`config.mk`:
```
export PLATFORM = sky130hd
export DESIGN_NAME = uart_tx
export DESIGN_NICKNAME = d
export VERILOG_FILES = /design/src/rtl/uart_pkg.sv /design/src/rtl/uart_tx_fifo.sv /design/src/rtl/uart_tx.sv
export SDC_FILE = /design/constraint.sdc
export NUM_CORES = 1
export LEC_CHECK = 0
export CAP_MARGIN = 20
export CORE_MARGIN = 8
export CORE_UTILIZATION = 64
export DETAILED_ROUTE_END_ITERATION = 8
export GPL_TIMING_DRIVEN = 0
export MAX_ROUTING_LAYER = met4
export PLACE_DENSITY = 0.84
export SLEW_MARGIN = 10
export SYNTH_ARGS = -nofsm -noshare
export SYNTH_HDL_FRONTEND = slang
export SYNTH_HIERARCHICAL = 1
export SYNTH_SLANG_ARGS = --single-unit
```
`constraint.sdc`:
```
create_clock -name clk -period 6.53 [get_ports clk]
set_input_delay 1.306 -clock clk [delete_from_list [all_inputs] [get_ports clk]]
set_output_delay 1.306 -clock clk [all_outputs]
set_load 0.05 [all_outputs]
```
`src/rtl/uart_pkg.sv`:
```
// Shared UART definitions: frame constants, serializer state encoding and
// small helpers used by uart_tx (and available to uart_rx).
package uart_pkg;

  localparam int DATA_BITS = 8;
  localparam int STOP_BITS = 1;

  typedef enum logic [2:0] {
    ST_IDLE   = 3'd0,
    ST_START  = 3'd1,
    ST_DATA   = 3'd2,
    ST_PARITY = 3'd3,
    ST_STOP   = 3'd4
  } uart_state_e;

  function automatic int calc_divisor(input int clk_freq, input int baud_rate);
    return clk_freq / baud_rate;
  endfunction

  // Parity bit for a data byte; odd=1 selects odd parity, odd=0 even parity.
  function automatic logic calc_parity(input logic [DATA_BITS-1:0] data, input logic odd);
    return (^data) ^ odd;
  endfunction

endpackage

```
`src/rtl/uart_tx_fifo.sv`:
```
// Synchronous FIFO between the byte producer and the serializer.
// Pushes are ignored when full and pops when empty; DEPTH must be a power of two.
module uart_tx_fifo #(
  parameter int DEPTH = 4,
  parameter int WIDTH = 8
) (
  input  logic             clk,
  input  logic             rst_n,
  input  logic             push,
  input  logic [WIDTH-1:0] wr_data,
  input  logic             pop,
  output logic [WIDTH-1:0] rd_data,
  output logic             full,
  output logic             empty
);

  localparam int AW = (DEPTH > 1) ? $clog2(DEPTH) : 1;

  if ((DEPTH < 2) || ((DEPTH & (DEPTH - 1)) != 0)) begin : g_depth_check
    $error("uart_tx_fifo: DEPTH must be a power of two and at least 2");
  end

  logic [WIDTH-1:0] mem_r [DEPTH];
  logic [AW:0]      wr_ptr_r;
  logic [AW:0]      rd_ptr_r;
  logic             do_push_s;
  logic             do_pop_s;

  // Pointers carry one extra wrap bit so full and empty are distinguishable.
  assign full      = (wr_ptr_r[AW] != rd_ptr_r[AW]) && (wr_ptr_r[AW-1:0] == rd_ptr_r[AW-1:0]);
  assign empty     = (wr_ptr_r == rd_ptr_r);
  assign do_push_s = push && !full;
  assign do_pop_s  = pop && !empty;
  assign rd_data   = mem_r[rd_ptr_r[AW-1:0]];

  // Read/write pointer registers
  always_ff @(posedge clk or negedge rst_n) begin
    if (!rst_n) begin
      wr_ptr_r <= '0;
      rd_ptr_r <= '0;
    end else begin
      if (do_push_s) begin
        wr_ptr_r <= wr_ptr_r + {{AW{1'b0}}, 1'b1};
      end
      if (do_pop_s) begin
        rd_ptr_r <= rd_ptr_r + {{AW{1'b0}}, 1'b1};
      end
    end
  end

  // Storage array, written on accepted pushes
  always_ff @(posedge clk) begin
    if (do_push_s) begin
      mem_r[wr_ptr_r[AW-1:0]] <= wr_data;
    end
  end

endmodule

```
`src/rtl/uart_tx.sv`:
```
// UART transmitter: byte FIFO feeding an 8N1 serializer, LSB first, idle high.
// Define UART_TX_PARITY_EN to insert a parity bit (sense from PARITY_ODD) before stop.
module uart_tx
  import uart_pkg::*;
#(
  parameter int CLK_FREQ   = 25_000_000,
  parameter int BAUD_RATE  = 9600,
  parameter int FIFO_DEPTH = 4,
  parameter int PARITY_ODD = 0
) (
  input  logic       clk,
  input  logic       rst_n,
  input  logic [7:0] tx_data,
  input  logic       tx_valid,
  output logic       tx_ready,
  output logic       tx,
  output logic       tx_busy
);

  localparam int DIVISOR = calc_divisor(CLK_FREQ, BAUD_RATE);
  localparam int CNT_W   = (DIVISOR > 1) ? $clog2(DIVISOR) : 1;
  localparam int BIT_W   = $clog2(DATA_BITS);
  localparam logic [CNT_W-1:0] CNT_LAST  = CNT_W'(DIVISOR - 1);
  localparam logic [BIT_W-1:0] DATA_LAST = BIT_W'(DATA_BITS - 1);
  localparam logic [BIT_W-1:0] STOP_LAST = BIT_W'(STOP_BITS - 1);

  if ((PARITY_ODD != 0) && (PARITY_ODD != 1)) begin : g_parity_cfg_check
    $error("uart_tx: PARITY_ODD must be 0 or 1");
  end

  uart_state_e          state_r, state_s;
  logic [CNT_W-1:0]     baud_cnt_r, baud_cnt_s;
  logic [BIT_W-1:0]     bit_cnt_r, bit_cnt_s;
  logic [DATA_BITS-1:0] shift_r, shift_s;
  logic                 tx_r, tx_s;
  logic                 bit_end_s;
  logic                 fifo_pop_s;
  logic                 fifo_full_s;
  logic                 fifo_empty_s;
  logic [7:0]           fifo_data_s;
`ifdef UART_TX_PARITY_EN
  logic                 parity_r, parity_s;
`endif

  uart_tx_fifo #(
    .DEPTH (FIFO_DEPTH),
    .WIDTH (8)
  ) u_fifo (
    .clk     (clk),
    .rst_n   (rst_n),
    .push    (tx_valid),
    .wr_data (tx_data),
    .pop     (fifo_pop_s),
    .rd_data (fifo_data_s),
    .full    (fifo_full_s),
    .empty   (fifo_empty_s)
  );

  assign bit_end_s = (baud_cnt_r == CNT_LAST);
  assign tx_ready  = !fifo_full_s;
  assign tx_busy   = (state_r != ST_IDLE) || !fifo_empty_s;
  assign tx        = tx_r;

  // Serializer state and datapath registers
  always_ff @(posedge clk or negedge rst_n) begin
    if (!rst_n) begin
      state_r    <= ST_IDLE;
      baud_cnt_r <= '0;
      bit_cnt_r  <= '0;
      shift_r    <= '0;
      tx_r       <= 1'b1;
`ifdef UART_TX_PARITY_EN
      parity_r   <= 1'b0;
`endif
    end else begin
      state_r    <= state_s;
      baud_cnt_r <= baud_cnt_s;
      bit_cnt_r  <= bit_cnt_s;
      shift_r    <= shift_s;
      tx_r       <= tx_s;
`ifdef UART_TX_PARITY_EN
      parity_r   <= parity_s;
`endif
    end
  end

  // Next state, next line level (tx is registered, so it leads by one edge) and FIFO pop
  always_comb begin
    state_s    = state_r;
    baud_cnt_s = bit_end_s ? '0 : baud_cnt_r + CNT_W'(1);
    bit_cnt_s  = bit_cnt_r;
    shift_s    = shift_r;
    tx_s       = tx_r;
    fifo_pop_s = 1'b0;
`ifdef UART_TX_PARITY_EN
    parity_s   = parity_r;
`endif
    case (state_r)
      ST_IDLE: begin
        baud_cnt_s = '0;
        bit_cnt_s  = '0;
        tx_s       = 1'b1;
        if (!fifo_empty_s) begin
          fifo_pop_s = 1'b1;
          shift_s    = fifo_data_s;
          state_s    = ST_START;
          tx_s       = 1'b0;
`ifdef UART_TX_PARITY_EN
          parity_s   = calc_parity(fifo_data_s, 1'(PARITY_ODD));
`endif
        end else begin
          state_s = ST_IDLE;
        end
      end
      ST_START: begin
        if (bit_end_s) begin
          state_s   = ST_DATA;
          bit_cnt_s = '0;
          tx_s      = shift_r[0];
        end else begin
          state_s = ST_START;
        end
      end
      ST_DATA: begin
        if (bit_end_s) begin
          shift_s = {1'b0, shift_r[DATA_BITS-1:1]};
          if (bit_cnt_r == DATA_LAST) begin
            bit_cnt_s = '0;
`ifdef UART_TX_PARITY_EN
            state_s   = ST_PARITY;
            tx_s      = parity_r;
`else
            state_s   = ST_STOP;
            tx_s      = 1'b1;
`endif
          end else begin
            bit_cnt_s = bit_cnt_r + BIT_W'(1);
            tx_s      = shift_r[1];
          end
        end else begin
          state_s = ST_DATA;
        end
      end
`ifdef UART_TX_PARITY_EN
      ST_PARITY: begin
        if (bit_end_s) begin
          state_s = ST_STOP;
          tx_s    = 1'b1;
        end else begin
          state_s = ST_PARITY;
        end
      end
`endif
      ST_STOP: begin
        if (!bit_end_s) begin
          state_s = ST_STOP;
        end else if (bit_cnt_r != STOP_LAST) begin
          bit_cnt_s = bit_cnt_r + BIT_W'(1);
        end else if (!fifo_empty_s) begin
          // Back-to-back frame: next start bit follows the stop bit directly.
          fifo_pop_s = 1'b1;
          shift_s    = fifo_data_s;
          bit_cnt_s  = '0;
          state_s    = ST_START;
          tx_s       = 1'b0;
`ifdef UART_TX_PARITY_EN
          parity_s   = calc_parity(fifo_data_s, 1'(PARITY_ODD));
`endif
        end else begin
          bit_cnt_s = '0;
          state_s   = ST_IDLE;
          tx_s      = 1'b1;
        end
      end
      default: begin
        state_s    = ST_IDLE;
        baud_cnt_s = '0;
        bit_cnt_s  = '0;
        tx_s       = 1'b1;
      end
    endcase
  end

endmodule

```
* Yosys cells after proc, flatten, opt, wreduce, memory -nomap -nowiden *
Memories as Yosys holds them, arrays and structs flattened.
Index checks and enable logic that the tools add are counted.

storage, ports and cells
  bits in registers = 33
  latch bits = 0
  RAM bits = 32
  memory bits (read-only) = 0
  input bits = 11
  output and inout port bits = 3
  memories = 1

memory list
  name          depth  width  rd ports  clocked after memory_dff  wr ports  line                text
  u_fifo.mem_r  4      8      1         0                         1         uart_tx_fifo.sv:23  logic [WIDTH-1:0] mem_r [DEPTH];

operators by class
  add/subtract/negate cells = 4
  multiply operators = 0
  div/mod/pow operators = 0
  order comparisons = 0
  equal/unequal tests = 14
  shift-type cells = 0
  muxes and demuxes = 33
  bitwise gates (word level) = 0
  reduce and logical (&&, ||, !) cells = 15

operators with widths
  operator                 number
  $mux W8                  4
  $mux W3                  9
  $mux W12                 2
  $pmux W8 S3              1
  $add A12 B1 Y12 const B  1
  $eq A12 B12 Y1 const B   1
  $mux W1                  12
  $pmux W3 S4              1
  $add A3 B1 Y3 const B    3
  $pmux W3 S3              1
  $reduce_bool A3 Y1       3
  $ne A2 B2 Y1 const B     4
  $reduce_and A4 Y1        2
  $eq A3 B3 Y1 const B     2
  $ne A3 B3 Y1 const B     2
  $pmux W1 S4              1
  $eq A3 B1 Y1 const B     1
  $eq A3 B2 Y1 const B     1
  $eq A3 B3 Y1             1
  $logic_and A1 B1 Y1      3
  $logic_not A3 Y1         1
  $reduce_and A3 Y1        1
  $reduce_or A3 Y1         1
  $eq A2 B2 Y1             1
  other kinds (6)          7

* Longest topological paths before layout *
Gate-level depths: netlist (run 1).

  depth in word-level cells = 6
  mapped depth = 9
  depth with buffers taken out = 8

* Cells and area by module *
Netlist (run 1), hierarchy kept.

by module, submodules not included
  module        times used  cells each  area each (sq um)  seq. area each (sq um)
  uart_tx_fifo  1           93          1684.1             1111.1
  uart_tx       1           142         1495.2             676.9

* Least setup slack after synthesis (run 1) *
OpenSTA, ideal clock, no wires.

  path type = flip-flop to output port
  start = register u_fifo.rd_ptr_r[0]
  end = output tx_busy
  data arrival time = 1.520 ns
  required time = 5.224 ns
  path slack = 3.704 ns
  stages on the path, launching flop included = 6
  path buffers = 2
  cell sequence = dfrtp_1 -> buf_6 -> xnor2_2 -> buf_6 -> and3_1 -> nand3_1

on the way
  longest elaborated chain between the ends = 3

ends and longest elaborated chain
  element                 line                text
  start, declared         uart_tx_fifo.sv:25  logic [AW:0] rd_ptr_r;
  start signal, assigned  uart_tx_fifo.sv:46  rd_ptr_r <= rd_ptr_r + {{AW{1'b0}}, 1'b1};
  $eq A3 B3 Y1            uart_tx_fifo.sv:31  assign empty = (wr_ptr_r == rd_ptr_r);
  named net fifo_empty_s  uart_tx.sv:39       logic fifo_empty_s;
  $logic_not A1 Y1        uart_tx.sv:61       assign tx_busy = (state_r != ST_IDLE) || !fifo_empty_s;
  $logic_or A1 B1 Y1      uart_tx.sv:61
  end, declared           uart_tx.sv:17       output logic tx_busy

The timed path passes the listed nets, and every way through them passes these cells.

* Final worst setup path (run 1) *
  start = register u_fifo.wr_ptr_r[1]
  end = output tx_busy

on the way
  longest elaborated chain between the ends = 3

ends and longest elaborated chain
  element                 line                text
  start, declared         uart_tx_fifo.sv:24  logic [AW:0] wr_ptr_r;
  start signal, assigned  uart_tx_fifo.sv:43  wr_ptr_r <= wr_ptr_r + {{AW{1'b0}}, 1'b1};
  $eq A3 B3 Y1            uart_tx_fifo.sv:31
  named net fifo_empty_s  uart_tx.sv:39
  $logic_not A1 Y1        uart_tx.sv:61
  $logic_or A1 B1 Y1      uart_tx.sv:61

The timed path passes the listed nets, and every way through them passes these cells.

==> metrics.txt, run 1 <==
layout cells sized above 1 0.205; chip height 86.5 um; met3 global-route usage 0.0520; number of nets at the end of the flow 279; number of hold-slack violations in the final timing report 0; depth of the CTS H-tree 3; overall overflow remaining after global route 0; average wire length per cell after detail routing 16.1 um; data required time of the worst path 5.22 ns; Die X 86.5 um; number of library cell types mapped by synthesis 45; total power divided by cell area 362 nW/um2; top library cells by usage in the layout, fill and taps aside 32 x sky130_fd_sc_hd__dfrtp_1, 32 x sky130_fd_sc_hd__edfxtp_1, 18 x sky130_fd_sc_hd__nor2_1, 17 x sky130_fd_sc_hd__mux2_2, 14 x sky130_fd_sc_hd__inv_1; count of buffers from port buffering 13; post-CTS setup-driven buffer insertion count 0; RD Place Congestion 0.849; wire length after detailed routing 5340 um; vias per cell 5.69; overall via count from detail_route 1884; CTS tree done; Starting Density 0.669; Crit. End Element output port; largest clock skew in the final design 0.00874 ns; setup repair after global routing missed its margin no; Leakage Power 1.42 nW; iteration count of the initial detailed-routing pass 4; Post-Synthesis Cell Area 3180 um2; final setup violating endpoints 0; initial antenna violation count 0; met1 track demand over resource in global routing 0.181; max-cap violation count 0; critical path startpoint category register; quantity of hold-fixing buffers added after cts 0; fraction of met2 tracks used by global routing 0.256; timing-limited maximum frequency 0.266 GHz; status finished, final reports clean; library cell used as clock root buffer sky130_fd_sc_hd__clkbuf_8; global-route wire length before repair 9030 um; area share of the largest cell type after synthesis 0.302; time the final worst path needs with I/O delays and setup 3.76 ns; Max Root-Sink Buffers 2; fraction of registers with async set/reset 0.508; net count after synthesis 255; total design power 1.30 mW; register bit count reported by yosys 65; number of diodes added for antenna fixing 0; total routing resource utilization after global routing 0.163; vias in the first global route 1951; # placed instances 315; Worst-Margin Slew 0.742 ns; cell type with the largest total area after synthesis sky130_fd_sc_hd__edfxtp_1; worst-case setup margin in the final layout 2.77 ns; detailed placement HPWL 3690 um; worst setup slack before clock tree synthesis 3.13 ns; final standard cell count with taps included and fillers excluded 331; number of enable-type register cells in the synthesized netlist 32; later-pin clock latency in the skew report 0.34 ns; peak ir drop on the vdd network 0.000267 V; number of placement rows 25; CTS clock-pin slew for the worst setup and hold paths 0.07 ns; final sum of negative setup slack 0 ns; type of the worst min-delay path reg -> reg; Area contributors post-synth sky130_fd_sc_hd__edfxtp_1 30%, sky130_fd_sc_hd__dfrtp_1 25%, sky130_fd_sc_hd__mux2_2 6.0%; fill cell count 304; number of buffers created by CTS 9; maximum fanout along the worst path 7; period utilisation layout 0.575; I/O pin count 14; Antenna Nets Post-Route 0; Remaining DRCs 0; largest net degree at the start of global routing 34; highest-utilization routing layer at the global route stage met2; Reg2Reg Launch Point baud_cnt_r[0]; Iter 0 DRT Violations 91; number of synthesis warnings 6; fraction of the yosys area taken by sequential cells 0.562; Core Footprint 4750 um2; max-slew violation total from the final report 0; Total Die Area 7480 um2; critical path data arrival time 2.45 ns; main flop type after synthesis sky130_fd_sc_hd__edfxtp_1; Min-Delay Startpoint shift_r[2]; worst setup path category reg -> out; layout overhead on the synthesized area 12.9%; sink count of the clock tree 65; Post-CTS Resized 0; Max transition margin 0.505; Mapped Cells 235; Mean Syn Cell Area 13.5 um2; Worst setup startpoint u_fifo/wr_ptr_r[1]
layer usage:
layer | vias up | share of wire
met5 | - | 0
met4 | 0 | 0.014
met3 | 9 | 0.033
met2 | 29 | 0.51
met1 | 937 | 0.45
li1 | 909 | -
worst max-delay path, cell delays in order, from the launching register on:
cell and delay [ns]:
sky130_fd_sc_hd__dfrtp_1 0.49, sky130_fd_sc_hd__xnor2_2 0.43, sky130_fd_sc_hd__and3_1 0.37, sky130_fd_sc_hd__nand3_1 0.11
sky130_fd_sc_hd__clkdlybuf4s50_1 0.71
metrics by stage:
step	hold WS, ns	utilization	instance area, um2
floorplan	0.455	-	3180
global placement	0.477	0.714	3390
detailed placement	0.491	0.713	3390
CTS	0.510	0.755	3590
global route	0.533	0.755	3590
finish	0.509	0.755	3590
registers in the layout, summed over array words and instances (netlist names):
register	flops
baud_cnt_r	12
state_r	3
tx	1
u_fifo/wr_ptr_r	3
shift_r	8
u_fifo/mem_r	32
bit_cnt_r	3
u_fifo/rd_ptr_r	3
synth_stat cells (6+ instances only):
cell type and instances:
sky130_fd_sc_hd__buf_2 7, sky130_fd_sc_hd__ha_1 9, sky130_fd_sc_hd__nor2_1 18, sky130_fd_sc_hd__nand3_1 10, sky130_fd_sc_hd__dfrtp_1 32, sky130_fd_sc_hd__mux4_1 6
sky130_fd_sc_hd__edfxtp_1 32, sky130_fd_sc_hd__mux2_2 17, sky130_fd_sc_hd__xor2_1 8, sky130_fd_sc_hd__inv_1 14, sky130_fd_sc_hd__xnor2_1 7
path summary, 6_finish.rpt:
kind                                       to  slack (ns)  cells past startpoint
setup reg to reg           u_fifo/rd_ptr_r[1]        4.07                      9
min in group asynchronous       baud_cnt_r[6]        1.02                      1
hold / removal                     shift_r[2]        0.51                      1
setup / recovery                      tx_busy        2.77                      4
max in group asynchronous       baud_cnt_r[0]        5.03                      1
hold reg to reg                    shift_r[2]        0.51                      1
layout make-up:
type	instances	area, um2	share of cell area
inverters	14	52.6	0.0146
clock inverters	7	76.3	0.0213
multi-input cells	147	1280	0.357
flip-flops and latches	65	1790	0.498
well taps	67	83.8	0.0234
clock buffers	9	124	0.0345
repair buffers	13	125	0.0349
plain buffers	9	57.6	0.0160
cells by family after synthesis:
family | after synthesis | share of synthesized area
fa+ha+maj | 9 | 0.0354
simple gates | 65 | 0.113
compound gates | 30 | 0.0736
buf+inv | 23 | 0.0346
xor+xnor | 18 | 0.0567
flops | 65 | 0.562
mux | 25 | 0.124
power by group:
part / total [mW] / internal [mW] / switching (mW)
logic: 0.371 / 0.177 / 0.194
registers: 0.590 / 0.524 / 0.0662
clock network: 0.338 / 0.178 / 0.159
Note: power is estimated with default switching activity, not from simulation.
==> run 2, diff against run 1 <==
--- a/config.mk
+++ b/config.mk
@@ -7,11 +7,11 @@
 export LEC_CHECK = 0
 export CAP_MARGIN = 20
 export CORE_MARGIN = 8
-export CORE_UTILIZATION = 64
+export CORE_UTILIZATION = 54
 export DETAILED_ROUTE_END_ITERATION = 8
 export GPL_TIMING_DRIVEN = 0
 export MAX_ROUTING_LAYER = met4
-export PLACE_DENSITY = 0.84
+export PLACE_DENSITY = 0.75
 export SLEW_MARGIN = 10
 export SYNTH_ARGS = -nofsm -noshare
 export SYNTH_HDL_FRONTEND = slang
==> constraint.sdc (replaced) <==
create_clock -name clk -period 3.4 [get_ports clk]
set_input_delay 0.68 -clock clk [delete_from_list [all_inputs] [get_ports clk]]
set_output_delay 0.68 -clock clk [all_outputs]
set_load 0.05 [all_outputs]
==> run 2 against run 1 <==
Effect of this change: worst hold slack got worse by 0.10 ns; clock skew fell by 0.0050 ns; critical endpoint unchanged; total power grew 92%; first-iteration DRC count shrank 22%; sequential power rose by 92%; routed wire length fell by 2.8%; clock power grew 96%.
==> metrics.txt, run 2 (synthesized netlist as in run 1, its figures left out) <==
Iter 0 DRT Violations 71 (was 91); wire length after detailed routing 5190 um (was 5340 um); RD Place Congestion 0.788 (was 0.849); Worst-Margin Slew 0.756 ns (was 0.742 ns); number of flip-flops in the largest register 32 (unchanged); Starting Density 0.547 (was 0.669); Antenna Nets Post-Route 0 (unchanged); cell family with most CP delay buffers and inverters (unchanged); Die X 92.7 um (was 86.5 um); sink count of the clock tree 65 (unchanged); largest net degree at the start of global routing 34 (unchanged); library cell used as clock root buffer sky130_fd_sc_hd__clkbuf_8 (unchanged); Max transition margin 0.496 (was 0.505); top library cells by usage in the layout, fill and taps aside 32 x sky130_fd_sc_hd__dfrtp_1, 32 x sky130_fd_sc_hd__edfxtp_1, 18 x sky130_fd_sc_hd__nor2_1, 17 x sky130_fd_sc_hd__mux2_2, 14 x sky130_fd_sc_hd__inv_1 (unchanged); worst-path cell with the longest stage delay sky130_fd_sc_hd__clkdlybuf4s50_1 (unchanged); Reg2Reg Launch Point baud_cnt_r[0] (unchanged); number of buffers created by CTS 9 (unchanged); status finished, final reports clean (unchanged); worst setup path category reg -> out (unchanged); vias per cell 5.41 (was 5.69); quantity of hold-fixing buffers added after cts 0 (unchanged); time the final worst path needs with I/O delays and setup 3.11 ns; data required time of the worst path 2.72 ns (was 5.22 ns); metal1 wirelength 2470 um (was 2390 um); initial antenna violation count 0 (unchanged); detailed placement HPWL 3570 um (was 3690 um); period utilisation layout 0.916; maximum cell stage delay along the critical path 0.71 ns (about the same); total power divided by cell area 693 nW/um2 (was 362 nW/um2); depth of the CTS H-tree 3 (unchanged); peak ir drop on the vdd network 0.000441 V (was 0.000267 V); Total Die Area 8600 um2 (was 7480 um2); number of nets at the end of the flow 279 (unchanged); final standard cell count with taps included and fillers excluded 339 (was 331); number of diodes added for antenna fixing 0 (unchanged); vias in the first global route 1899 (was 1951); maximum fanout along the worst path 7 (unchanged); total routing resource utilization after global routing 0.141 (was 0.163); final setup violating endpoints 0 (unchanged); I/O pin count 14 (unchanged); global-route wire length before repair 9160 um (was 9030 um); max-slew violation total from the final report 0 (unchanged); proportion of power drawn by flip-flops and latches 0.453 (was 0.454); post-CTS setup-driven buffer insertion count 0 (unchanged); met3 WL 167 um (was 174 um); average wire length per cell after detail routing 15.3 um (was 16.1 um); Max Root-Sink Buffers 2 (unchanged); switching part of the total power 0.322 (was 0.323); iteration count of the initial detailed-routing pass 4 (unchanged); Core Footprint 5820 um2 (was 4750 um2); Worst setup startpoint u_fifo/wr_ptr_r[1] (unchanged); number of hold-slack violations in the final timing report 0 (unchanged); setup repair after global routing missed its margin no (unchanged); Hold WS 0.408 ns (was 0.509 ns); ordered list of cells on the worst path xnor2_2 -> and3_1 -> nand3_1 -> clkdlybuf4s50_1 (unchanged); Crit. End Element output port (unchanged); overall overflow remaining after global route 0 (unchanged); Leakage Power 1.42 nW (about the same); # placed instances 323 (was 315); highest metal layer with signal wires met4 (unchanged); Core Util, Final 0.619 (was 0.755); max-cap violation count 0 (unchanged); type of the worst min-delay path in -> async (was reg -> reg); Post-CTS Resized 0 (unchanged); critical path startpoint category register (unchanged); layout overhead on the synthesized area 13.2% (was 12.9%); Remaining DRCs 0 (unchanged); detailed route wirelength on metal2 2470 um (was 2700 um); CTS tree done (unchanged); total design power 2.49 mW (was 1.30 mW); chip height 92.7 um (was 86.5 um); later-pin clock latency in the skew report 0.34 ns (about the same); clock share of power 0.266 (was 0.260); largest clock skew in the final design 0.00377 ns (was 0.00874 ns); switching power of the nets 0.803 mW (was 0.419 mW); P_int 1.69 mW (was 0.880 mW); fill cell count 474 (was 304); number of placement rows 28 (was 25); count of buffers from port buffering 13 (unchanged); overall via count from detail_route 1834 (was 1884); layout cells sized above 1 0.201 (was 0.205); CTS clock-pin slew for the worst setup and hold paths 0.07 ns (about the same); combined buffer and inverter count along the critical path 1 (unchanged); combinational share of power 0.282 (was 0.286); timing-limited maximum frequency 0.321 GHz; critical path data arrival time 2.43 ns (was 2.45 ns); final sum of negative setup slack 0 ns (unchanged)
==> run 2: cell types whose count changed in the layout (fill, tap and decap cells not counted), sizes merged <==
cell      previous run  this run
inv                 16        18
clkinvlp             2         1
clkinv               2         1
==> run 2: metrics by stage <==
step	setup WS, ns	cell area, um2
4_1_cts	0.273	3600
5_1_grt	0.204	3600
6_report	0.286	3600
3_5_place_dp	0.643	3400
3_3_place_gp	0.650	3400
2_1_floorplan	1.20	3180
==> run 2: final timing paths <==
check                                endpoint  slack [ns]  depth (start not counted)
hold reg to reg                 baud_cnt_r[0]        0.50                          1
min in group clk                baud_cnt_r[0]        0.50                          1
setup reg to reg           u_fifo/rd_ptr_r[1]        0.92                          9
setup / recovery                      tx_busy        0.29                          4
max in group asynchronous          state_r[0]        2.51                          1
hold / removal                  baud_cnt_r[6]        0.41                          1
==> run 2: final cells by class <==
type                            count  area, um2  area share
Timing Repair Buffer               13        125      0.0348
Clock inverter                      7       76.3      0.0212
Multi-Input combinational cell    147       1280       0.356
Clock buffer                        9        124      0.0344
Tap cell                           75       93.8      0.0261
Inverter                           14       52.6      0.0146
Sequential cell                    65       1790       0.497
Buffer                              9       57.6      0.0160
==> run 2: power groups by stage <==
stage	Sequential, mW	Combinational, mW	Clock [mW]
6_report	1.13	0.703	0.663
5_1_grt	1.15	0.785	0.722
4_1_cts	1.13	0.712	0.680
3_5_place_dp	1.15	0.709	0
3_3_place_gp	1.14	0.693	0
2_1_floorplan	1.13	0.549	0
==> run 2: layer usage <==
layer / vias up / global-route usage
li1: 919 / -
met1: 873 / 0.182
met2: 35 / 0.200
met3: 7 / 0.0356
met4: 0 / 0.0765
met5: - / -
==> run 3, diff against run 2 <==
--- a/config.mk
+++ b/config.mk
@@ -5,6 +5,7 @@
 export SDC_FILE = /design/constraint.sdc
 export NUM_CORES = 1
 export LEC_CHECK = 0
+export ABC_AREA = 0
 export CAP_MARGIN = 20
 export CORE_MARGIN = 8
 export CORE_UTILIZATION = 54
@@ -15,5 +16,4 @@
 export SLEW_MARGIN = 10
 export SYNTH_ARGS = -nofsm -noshare
 export SYNTH_HDL_FRONTEND = slang
-export SYNTH_HIERARCHICAL = 1
 export SYNTH_SLANG_ARGS = --single-unit
==> run 3 against run 2 <==
Effect of this change: via count decreased by 2.7%; clock-buffer cell count increased by 1; highest routed layer unchanged; non-clock buffer count unchanged; sequential cell count unchanged; final area decreased by 5.0%; die area decreased by 3.8%; register-to-register slack got worse by 0.04 ns.
==> metrics.txt, run 3 <==
total design power 2.07 mW (was 2.49 mW); Crit. End Element output port (unchanged); combined buffer and inverter count along the critical path 2 (was 1); Synth Area in Compound Gates 0.0487 (was 0.0736); Core Footprint 5470 um2 (was 5820 um2); clock share of power 0.266 (about the same); wire length after detailed routing 5280 um (was 5190 um); number of enable-type register cells in the synthesized netlist 32 (unchanged); switching power of the nets 0.623 mW (was 0.803 mW); sink count of the clock tree 65 (unchanged); count of buffers from port buffering 13 (unchanged); layout cells sized above 1 0.219 (was 0.201); max-slew violation total from the final report 0 (unchanged); mux share of post-synthesis cell area 0.126 (was 0.124); critical path startpoint category register (unchanged); largest family of logic cells by synthesized area multiplexers (unchanged); peak ir drop on the vdd network 0.000453 V (was 0.000441 V); data required time of the worst path 2.72 ns (about the same); number of buffers created by CTS 9 (unchanged); simple-gate share of the synthesized area 0.118 (was 0.113); Antenna Nets Post-Route 0 (unchanged); Post-Synthesis Cell Area 3030 um2 (was 3180 um2); Max Root-Sink Buffers 2 (unchanged); # placed instances 303 (was 323); Starting Density 0.554 (was 0.547); Post-CTS Resized 0 (unchanged); largest clock skew in the final design 0.00768 ns (was 0.00377 ns); iteration count of the initial detailed-routing pass 4 (unchanged); setup repair after global routing missed its margin no (unchanged); Area contributors post-synth sky130_fd_sc_hd__edfxtp_1 32%, sky130_fd_sc_hd__dfrtp_1 26%, sky130_fd_sc_hd__mux4_2 5.9% (was sky130_fd_sc_hd__edfxtp_1 30%, sky130_fd_sc_hd__dfrtp_1 25%, sky130_fd_sc_hd__mux2_2 6.0%); total power divided by cell area 605 nW/um2 (was 693 nW/um2); vias per cell 5.60 (was 5.41); vias in the first global route 1843 (was 1899); P_int 1.44 mW (was 1.69 mW); Worst-Margin Slew 0.737 ns (was 0.756 ns); number of synthesis warnings 0 (was 6); combinational share of power 0.212 (was 0.282); proportion of power drawn by flip-flops and latches 0.522 (was 0.453); largest net degree at the start of global routing 34 (unchanged); fraction of the yosys area taken by sequential cells 0.590 (was 0.562); maximum cell stage delay along the critical path 0.72 ns (was 0.71 ns); max-cap violation count 0 (unchanged); Total Die Area 8270 um2 (was 8600 um2); number of flip-flops in the largest register 32 (unchanged); worst-path cell with the longest stage delay sky130_fd_sc_hd__clkdlybuf4s50_1 (unchanged); global-route wire length before repair 8870 um (was 9160 um); fraction of registers with async set/reset 0.508 (unchanged); footprint of the multi-input gates 1160 um2 (was 1280 um2); final setup violating endpoints 0 (unchanged); worst setup path category reg -> out (unchanged); initial antenna violation count 0 (unchanged); switching part of the total power 0.302 (was 0.322); dpl cell area 3250 um2 (was 3400 um2); RD Place Congestion 0.820 (was 0.788); Core Util, Final 0.624 (was 0.619); cell type with the largest total area after synthesis sky130_fd_sc_hd__edfxtp_1 (unchanged); number of cell instances on the worst register-to-register path 5 (was 9); I/O pin count 14 (unchanged); Mapped Cells 217 (was 235); number of library cell types mapped by synthesis 48 (was 45); net count after synthesis 237 (was 255); critical path data arrival time 2.51 ns (was 2.43 ns); adder-cell area share of the yosys netlist 0.0371 (was 0.0354); overall via count from detail_route 1785 (was 1834); CTS tree done (unchanged); Mean Syn Cell Area 14.0 um2 (was 13.5 um2); average wire length per cell after detail routing 16.5 um (was 15.3 um); fill cell count 417 (was 474); post-CTS setup-driven buffer insertion count 0 (unchanged); maximum fanout along the worst path 10 (was 7); depth of the CTS H-tree 3 (unchanged); Reg-to-Reg End shift_r[3] (was u_fifo/rd_ptr_r[1]); overall overflow remaining after global route 0 (unchanged); Reg2Reg Setup Slack 0.88 ns (was 0.92 ns); later-pin clock latency in the skew report 0.33 ns (was 0.34 ns); time the final worst path needs with I/O delays and setup 3.19 ns (was 3.11 ns); total routing resource utilization after global routing 0.138 (was 0.141); quantity of hold-fixing buffers added after cts 0 (unchanged); number of hold-slack violations in the final timing report 0 (unchanged); final sum of negative setup slack 0 ns (unchanged); post-route cell area 3420 um2 (was 3600 um2); ordered list of cells on the worst path buf_2 -> xnor2_1 -> nand3b_1 -> nand3b_1 -> clkdlybuf4s50_1 (was xnor2_2 -> and3_1 -> nand3_1 -> clkdlybuf4s50_1); Max transition margin 0.509 (was 0.496); status finished, final reports clean (unchanged); Reg2Reg Launch Point baud_cnt_r[4] (was baud_cnt_r[0]); timing-limited maximum frequency 0.314 GHz (was 0.321 GHz); cell family with most CP delay buffers and inverters (unchanged); chip height 90.9 um (was 92.7 um); Remaining DRCs 0 (unchanged); Die X 90.9 um (was 92.7 um); period utilisation layout 0.938 (was 0.916); Iter 0 DRT Violations 79 (was 71); Leakage Power 1.32 nW (was 1.42 nW); area share of the largest cell type after synthesis 0.317 (was 0.302); most frequent CP cell sky130_fd_sc_hd__nand3b_1; register bit count reported by yosys 65 (unchanged); commonest cells in the synthesized netlist 32 x sky130_fd_sc_hd__dfrtp_1, 32 x sky130_fd_sc_hd__edfxtp_1, 14 x sky130_fd_sc_hd__mux2_2 (was 32 x sky130_fd_sc_hd__dfrtp_1, 32 x sky130_fd_sc_hd__edfxtp_1, 18 x sky130_fd_sc_hd__nor2_1); library cell used as clock root buffer sky130_fd_sc_hd__clkbuf_8 (unchanged); number of diodes added for antenna fixing 0 (unchanged); CTS clock-pin slew for the worst setup and hold paths 0.07 ns (about the same); number of placement rows 27 (was 28); type of the worst min-delay path in -> async (unchanged); detailed placement HPWL 3600 um (was 3570 um); top library cells by usage in the layout, fill and taps aside 32 x sky130_fd_sc_hd__dfrtp_1, 32 x sky130_fd_sc_hd__edfxtp_1, 14 x sky130_fd_sc_hd__mux2_2, 13 x sky130_fd_sc_hd__nor2_1, 12 x sky130_fd_sc_hd__clkdlybuf4s50_1 (was 32 x sky130_fd_sc_hd__dfrtp_1, 32 x sky130_fd_sc_hd__edfxtp_1, 18 x sky130_fd_sc_hd__nor2_1, 17 x sky130_fd_sc_hd__mux2_2, 14 x sky130_fd_sc_hd__inv_1); XOR/XNOR share of the synthesized area 0.0520 (was 0.0567); layout overhead on the synthesized area 12.7% (was 13.2%); main flop type after synthesis sky130_fd_sc_hd__edfxtp_1 (unchanged); final standard cell count with taps included and fillers excluded 319 (was 339); number of nets at the end of the flow 262 (was 279); area taken by flip-flops and latches 1790 um2 (unchanged)
run 3: cell types whose count changed in the layout (fill, tap and decap cells not counted), moves of 4 or more:
cell and delta:
sky130_fd_sc_hd__inv_1 -5, sky130_fd_sc_hd__a21o_1 -5, sky130_fd_sc_hd__mux4_2 +6, sky130_fd_sc_hd__buf_2 -4, sky130_fd_sc_hd__nor2_1 -5, sky130_fd_sc_hd__inv_6 -4
sky130_fd_sc_hd__mux4_1 -6
run 3: how the worst max path moves through the flow:
stage                   end  cells past startpoint                from
floorplan           tx_busy                      4  u_fifo.rd_ptr_r[1]
global placement    tx_busy                      5  u_fifo.rd_ptr_r[1]
detailed placement  tx_busy                      5  u_fifo.rd_ptr_r[1]
CTS                 tx_busy                      5  u_fifo.rd_ptr_r[1]
global route        tx_busy                      5  u_fifo.rd_ptr_r[1]
finish              tx_busy                      5  u_fifo.rd_ptr_r[0]
run 3: stage by stage:
step                      setup slack [ns]  hold WS, ns
after CTS                           0.0369        0.426
after global placement               0.457        0.465
after floorplan                       1.17        0.384
final                                0.211        0.402
after detailed placement             0.401        0.473
after global routing                0.0867        0.460
run 3: cell type report:
cell class / count / share of cell area
buffer: 8 / 0.0165
clock buffer: 10 / 0.0373
clock inverter: 6 / 0.0103
inverter: 9 / 0.00989
multi-input combinational: 135 / 0.338
sequential: 65 / 0.523
tap: 72 / 0.0264
timing repair buffer: 14 / 0.0381
run 3: cell families after synthesis:
| group | after synthesis |
|---|---|
| muxes | 26 |
| buffers and inverters | 17 |
| AOI/OAI and AO/OA | 21 |
| DFF | 65 |
| and+or+nand+nor | 61 |
| xor gates and xnor gates | 18 |
| adders and majority gates | 9 |
run 3: worst reg2reg max path, stage by stage (launching register included):
cell and delay (ns):
sky130_fd_sc_hd__dfrtp_1 0.42, sky130_fd_sc_hd__or4b_4 0.56, sky130_fd_sc_hd__nor3_1 0.60, sky130_fd_sc_hd__o221a_2 0.32, sky130_fd_sc_hd__buf_4 0.16, sky130_fd_sc_hd__mux2_2 0.34
run 3: per-layer routing:
layer,wire length (um),global-route usage
met5,0,-
met4,107,0.0737
met3,146,0.0230
met2,2540,0.204
met1,2480,0.178
run 3: power groups by stage:
stage / Combinational, mW / Clock (mW) / Sequential, mW
floorplan: 0.319 / 0 / 1.07
global placement: 0.423 / 0 / 1.09
detailed placement: 0.439 / 0 / 1.09
CTS: 0.444 / 0.554 / 1.08
global route: 0.483 / 0.589 / 1.10
finish: 0.438 / 0.550 / 1.08
